## config.mk

```make
export PLATFORM = sky130hd
export DESIGN_NAME = md_array_seq_ctrl
export DESIGN_NICKNAME = d
export VERILOG_FILES = /design/src/rtl/md_array_seq_ctrl.sv
export SDC_FILE = /design/constraint.sdc
export NUM_CORES = 1
export LEC_CHECK = 0
export CORE_MARGIN = 8
export CORE_UTILIZATION = 50
export CTS_BUF_LIST = sky130_fd_sc_hd__clkbuf_8
export DETAILED_ROUTE_END_ITERATION = 16
export PLACE_DENSITY = 0.87
export SLEW_MARGIN = 5
export SYNTH_ARGS = -nofsm -noshare
export SYNTH_HDL_FRONTEND = slang
export SYNTH_SLANG_ARGS = --single-unit
```

## constraint.sdc

```tcl
create_clock -name CLK -period 2.7 [get_ports CLK]
set_input_delay 0.675 -clock CLK [delete_from_list [all_inputs] [get_ports CLK]]
set_output_delay 0.675 -clock CLK [all_outputs]
set_load 0.01 [all_outputs]
```

## src/rtl/md_array_seq_ctrl.sv

```systemverilog
// Operand/result register stage and settle-time sequencer around the
// combinational modular multiply/divide cell array.
module md_array_seq_ctrl #(
  parameter int N      = 4,
  parameter int SETTLE = 2
) (
  input  logic           CLK,
  input  logic           RST,
  input  logic           START,
  input  logic           MUL_BAR_IN,
  input  logic [2*N-1:0] OPA_IN,
  input  logic [N-1:0]   OPB_IN,
  output logic [2*N-1:0] ARR_X,
  output logic [N-1:0]   ARR_Y,
  output logic           ARR_MUL_BAR,
  input  logic [N-1:0]   ARR_RES_HI,
  input  logic [N-1:0]   ARR_RES_LO,
  output logic           BUSY,
  output logic           DONE,
  output logic [N-1:0]   RESULT_HI,
  output logic [N-1:0]   RESULT_LO,
  output logic           DIV_ERR
);

  localparam int CW = (SETTLE > 1) ? $clog2(SETTLE) : 1;

  typedef enum logic [1:0] {S_IDLE, S_WAIT, S_DONE} state_t;

  state_t        state, state_nx;
  logic [CW-1:0] cnt;
  logic          div_err;
  logic          accept;

  // Quotient must fit in N bits, so the dividend's upper half must be below the divisor.
  assign div_err = MUL_BAR_IN && ((OPB_IN == '0) || (OPA_IN[2*N-1:N] >= OPB_IN));

  always_ff @(posedge CLK) begin
    if (!RST) state <= S_IDLE;
    else      state <= state_nx;
  end

  always_comb begin
    state_nx = state;
    accept   = 1'b0;
    BUSY     = 1'b0;
    DONE     = 1'b0;
    case (state)
      S_IDLE: begin
        accept = START;
        if (START) state_nx = div_err ? S_DONE : S_WAIT;
      end
      S_WAIT: begin
        BUSY = 1'b1;
        if (cnt == '0) state_nx = S_DONE;
      end
      S_DONE: begin
        DONE     = 1'b1;
        accept   = START;
        state_nx = START ? (div_err ? S_DONE : S_WAIT) : S_IDLE;
      end
      default: state_nx = S_IDLE;
    endcase
  end

  always_ff @(posedge CLK) begin
    if (!RST) begin
      ARR_X       <= '0;
      ARR_Y       <= '0;
      ARR_MUL_BAR <= 1'b0;
      RESULT_HI   <= '0;
      RESULT_LO   <= '0;
      DIV_ERR     <= 1'b0;
      cnt         <= '0;
    end else if (accept) begin
      if (div_err) begin
        // Screened out: the array never sees this operation.
        RESULT_HI <= '0;
        RESULT_LO <= '0;
        DIV_ERR   <= 1'b1;
      end else begin
        ARR_MUL_BAR <= MUL_BAR_IN;
        ARR_Y       <= OPB_IN;
        ARR_X       <= MUL_BAR_IN ? OPA_IN : {{N{1'b0}}, OPA_IN[N-1:0]};
        cnt         <= CW'(SETTLE - 1);
      end
    end else if (state == S_WAIT) begin
      if (cnt == '0) begin
        RESULT_HI <= ARR_RES_HI;
        RESULT_LO <= ARR_RES_LO;
        DIV_ERR   <= 1'b0;
      end else begin
        cnt <= cnt - 1'b1;
      end
    end
  end

endmodule

```

==> results of run 1 <==
cells in the final DEF, fill, tap and decap left out, types with 4 or more instances in the layout:
| master | instances |
|---|---|
| a31oi_1 | 9 |
| buf_4 | 8 |
| clkdlybuf4s50_1 | 47 |
| dfxtp_1 | 25 |
| ha_1 | 4 |
| inv_1 | 5 |
| mux2i_1 | 8 |
| nand3_1 | 13 |
| nor3_1 | 8 |
| nor4b_1 | 5 |
| o2111ai_1 | 9 |
| o2111ai_2 | 4 |
| o211ai_1 | 8 |
per-layer routing:
metal | track usage, % | vias to the layer above | wire length (um)
li1 | - | 673 | -
met1 | 17.80 | 678 | 1683
met2 | 28.89 | 54 | 1988
met3 | 6.152 | 8 | 323
met4 | 5.467 | 0 | 70
met5 | 0 | - | 0
worst max-delay path, delay by kind of cell:
family	cells	cell delay, ps
compound gates	3	1480
buf+inv	1	500
cell type report:
type                            instances  area share, %
Multi-Input combinational cell        101          41.43
Inverter                                6          1.156
Sequential cell                        25          25.69
Clock inverter                          1         0.3854
Clock buffer                            3          2.119
Timing Repair Buffer                   55          27.23
Tap cell                               31          1.991
worst paths after layout:
check,start,end,slack [ps]
setup reg to reg,state[0],ARR_Y[1],1090
hold / removal,ARR_X[7],ARR_X[7],530
hold reg to reg,ARR_X[7],ARR_X[7],530
setup / recovery,OPB_IN[0],ARR_X[1],230
sequential cells by signal (all words and copies together), names as in the netlist:
name	count
ARR_X	8
ARR_Y	4
RESULT_HI	4
RESULT_LO	4
state	2
ARR_MUL_BAR	1
DIV_ERR	1
cnt	1
metrics by stage:
stage               setup WS, ps  power [W]  TNS (ps)
floorplan                  654.6  0.0005730         0
CTS                        194.2  0.0009252         0
finish                     226.6  0.0009250         0
detailed placement        -50.05  0.0006997    -162.7
global placement           52.54  0.0006878         0
global route               81.90  0.0009664         0
kinds of logic (layout without fill, tap and decap cells):
| logic type | Yosys count | after routing | synth area share, % |
|---|---|---|---|
| AND/OR/NAND/NOR | 44 | 44 | 18.93 |
| multiplexers | 8 | 8 | 5.689 |
| buffers and inverters | 22 | 65 | 7.111 |
| adder cells (fa/ha/maj) | 4 | 4 | 3.556 |
| flip-flops | 25 | 25 | 35.56 |
| AO/OA/AOI/OAI | 45 | 45 | 29.16 |
power breakdown:
part / internal (W) / switching, W
clock: 0.000105 / 0.000128
sequential: 0.000398 / 0.0000226
combinational: 0.000135 / 0.000137
==> flow_summary.toml, run 1 <==
[logic_synthesis]
ys_ff_latch = 25
synth_ff_type = "dfxtp_1"
avgSynthCellArea_um2 = 9.511
netlist_area_mm2 = 0.001408
synth_edf_count = 0
netlist.area_leader.share_pct = 35.56
yosysUniqueCellTypes = 36
postSynth.asyncResetShare_pct = 0
synth.area.top_cells = "dfxtp_1, mux2i_1, o2111ai_1"
synth_top_area_cell = "dfxtp_1"
yosysMostFrequentCell = "dfxtp_1"
synth_fp_nets = 176
yosys_warnings = 0
synthTopCellsByCount = "dfxtp_1, nand3_1, clkbuf_1"
ys_seq_area_share_pct = 35.56
syn-instance-count = 148

[worst_setup_path]
worst_path_max_delay_cell = "o41ai_2"
crit_path_end_kind = "flop"
crit_fanout = 12
crit_type = "in -> reg"
crit_required_ps = 2890
cp.arrival_ps = 2670
crit_chain = "clkdlybuf4s50_1, o41ai_2, o2111ai_1, o211ai_1"
rr_worst_depth = 4
slowest_delay_ps = 1130
cp-start-kind = "primary input"

[grt]
antenna_found_initial = 0
grt_usage_pct = 16.54
overflow = 0
grt_pass1_wl_mm = 6.900
grt_pass1_vias = 1448
grt_max_degree = 41

[timing]
hold_viol_final = 0
finalSetupViolCount = 0
whs_ps = 526.1
min_period_over_period_pct = 91.61
rsz0062_at_grt = "false"
clock.fmax_ghz = 0.4043
slew_viol_final = 0
worstMarginPinSlew_ps = 1234
fin_crit_ps = 2473
fin_worst_skew_ps = 5.483
max_slew_margin_pct = 16.82

[place]
dpl-instance-area_mm2 = 0.001899
dp_cells = 218
io_buffers = 47
place.gp.congestion = 0.8856
dpl.hpwl_mm = 3.071

[cts]
cts_setup_buffers = 0
cts.clk_slew.worst_paths_ps = 90
cts_sinks = 25
cts_hold_buf = 0
clock_path_buffers = 2
cts_resized = 0
ctsHtreeMaxLevel = 1
cts_tree = "built"
cts_made_buffers = 3
clkLatencyLatePin_ps = 280
cts-root-buf = "clkbuf_8"

[finish]
area_growth_pct = 38.40
seq_area_um2 = 500.5
layout.nets = 220
final_area_mm2 = 0.001948
drive_gt1_share_pct = 14.14
final.fill_count = 213
fin_cells = 222
utilization_pct = 71.88
antenna_cells = 0
multi_input_area_um2 = 807.0

[floorplanning]
pin_count = 48
die_h_um = 69.06
num_rows = 19
die_x_um = 69.06
initial_utilization_pct = 51.94
die-area_mm2 = 0.004769
core_area_mm2 = 0.002710

[detailed_routing]
initialDrtViolationCount = 103
ant_nets = 0
num_vias = 1413
drc = 0
routed_via_density = 6.365
wl_per_cell_um = 18.31
firstDrtPassIters = 4
drt-total-wl_mm = 4.064

[pwr]
power.leakage_nw = 0.6602
p_per_area_mw_per_mm2 = 474.8
ir_drop_v = 0.0003834

[flow_run]
cap_violations = 0

[min_path]
hold_path_depth = 2
worstHoldPathType = "reg -> reg"

[outcome]
status = "complete, no violations"
Note: power is estimated with default switching activity, not from simulation.
==> inputs of run 2 (changes only) <==
CELL_PAD_IN_SITES_DETAIL_PLACEMENT = 2   (was default)
CELL_PAD_IN_SITES_GLOBAL_PLACEMENT = 2   (was default)
CORE_UTILIZATION = 29   (was 50)
PLACE_DENSITY = default   (was 0.87)
PLACE_DENSITY_LB_ADDON = 0.1   (was default)
==> run 2 against run 1 <==
Worst hold slack worse by 26 ps; via count grew 1.1%; register-to-register slack improved by 20 ps; global-route usage is 2.7 points lower; worst setup slack better by 51 ps; critical endpoint is now ARR_X[7].
==> flow_summary.toml, run 2 (synthesized netlist as in run 1, its figures left out) <==
[timing]
whs_ps = 500.1
slew_viol_final = 0
max_slew_margin_pct = 49.94
hold_viol_final = 0
fin_crit_ps = 2423
setup_tns_ps = 0
rsz0062_at_grt = "false"
min_period_over_period_pct = 89.73
worstMarginPinSlew_ps = 750.9
clock.fmax_ghz = 0.4127
fin_worst_skew_ps = 1.791
finalSetupViolCount = 0

[pwr]
ir_drop_v = 0.0002239
clkPwrFrac_pct = 24.7
p_comb_share_pct = 30.6
seqPwrFrac_pct = 44.6
swShare_pct = 31.49
p_total_w = 0.0009411
p_per_area_mw_per_mm2 = 464.9
p_switching_w = 0.0002963
power.leakage_nw = 0.6927
p_int_w = 0.0006448

[floorplanning]
pin_count = 48
initial_utilization_pct = 30.00
die_x_um = 85.67
die_h_um = 85.67
core_area_mm2 = 0.004692
num_rows = 25
die-area_mm2 = 0.007339

[detailed_routing]
initialDrtViolationCount = 52
ant_nets = 0
wl_per_cell_um = 19.83
routed_via_density = 5.716
drt-total-wl_mm = 4.958
num_vias = 1429
drc = 0
firstDrtPassIters = 4

[cts]
cts_setup_buffers = 0
cts-root-buf = "clkbuf_8"
cts_made_buffers = 3
cts_hold_buf = 0
cts_tree = "built"
cts_sinks = 25
cts.clk_slew.worst_paths_ps = 90
clkLatencyLatePin_ps = 270
cts_resized = 0
clock_path_buffers = 2
ctsHtreeMaxLevel = 1

[worst_setup_path]
crit_chain = "clkdlybuf4s50_1, inv_1, ha_1, or3b_4, o2111a_2, o2111ai_1, o311ai_1"
cp.arrival_ps = 2570
crit_required_ps = 2840
slowest_delay_ps = 480
worst_path_max_delay_cell = "clkdlybuf4s50_1"
cp-start-kind = "primary input"
crit_path_end_kind = "flop"
crit_fanout = 12
crit_type = "in -> reg"

[finish]
largest_reg_flops = 8
largest_register = "ARR_X"
fin_cells = 250
final_cell_mix = "clkdlybuf4s50_1, dfxtp_1, nand3_1"
drive_gt1_share_pct = 16.33
layout.nets = 225
layout_commonest_cell = "clkdlybuf4s50_1"
area_growth_pct = 43.82
antenna_cells = 0

[grt]
grt_use_met3_pct = 4.394
gr-usage-met2_pct = 24.68
antenna_found_initial = 0
grt_max_degree = 41
grt_pass1_wl_mm = 8.107
overflow = 0
grt_usage_pct = 13.87
grt_pass1_vias = 1614
met1_usage_pct = 14.91
grt.busiest_layer = "met2"

[place]
dp_cells = 246
place.gp.congestion = 0.7505
io_buffers = 47
dpl.hpwl_mm = 3.762

[outcome]
status = "complete, no violations"

[flow_run]
cap_violations = 0

[min_path]
worstHoldPathType = "reg -> reg"
[run 2: cell types whose count changed in the layout (fill, tap and decap cells not counted)]
cell / previous run / this run
buf_4: 8 / 12
clkinv_2: 0 / 1
clkinvlp_4: 1 / 0
buf_12: 0 / 1
[run 2: worst max-delay path: cells and delay by family]
| kind | cells | cell delay, ps |
|---|---|---|
| AO/OA/AOI/OAI | 3 | 690 |
| buffers and inverters | 2 | 530 |
| AND/OR/NAND/NOR | 1 | 380 |
| adder cells (fa/ha/maj) | 1 | 290 |
[run 2: path summary, 6_finish.rpt]
path	depth (start not counted)	startpoint	slack, ps	to
worst max-delay path	7	OPA_IN[4]	280	ARR_X[7]
worst min-delay path	2	ARR_MUL_BAR	500	ARR_MUL_BAR
worst max register to register	4	state[0]	1110	ARR_X[3]
worst min register to register	2	ARR_MUL_BAR	500	ARR_MUL_BAR
[run 2: per-layer routing]
layer	vias up	wire length (um)
li1	680	-
met1	708	2073
met2	35	2484
met3	6	329
met4	0	71
met5	-	0
[run 2: area by class of cell]
type | instances | area [um^2]
timing repair buffer | 60 | 580.6
sequential | 25 | 500.5
tap | 54 | 67.56
inverter | 6 | 22.52
clock inverter | 1 | 5.005
fill | 506 | 2668
clock buffer | 3 | 41.29
multi-input combinational | 101 | 807.0
[run 2: through the flow]
step / cell area, um^2 / utilization, % / setup slack [ps]
2_1_floorplan: 1408 / - / 654.6
3_3_place_gp: 1978 / 42.16 / 82.61
3_5_place_dp: 1978 / 42.16 / 8.882
4_1_cts: 2024 / 43.15 / 288.1
5_1_grt: 2024 / 43.15 / 207.8
6_report: 2024 / 43.15 / 277.2
[run 2: power groups by stage]
stage / combinational [W] / sequential [W] / clock, W
after floorplan: 0.000136 / 0.000437 / 0
after CTS: 0.000294 / 0.000421 / 0.000248
after global routing: 0.000313 / 0.000424 / 0.000260
after global placement: 0.000282 / 0.000427 / 0
final: 0.000288 / 0.000420 / 0.000233
after detailed placement: 0.000292 / 0.000429 / 0
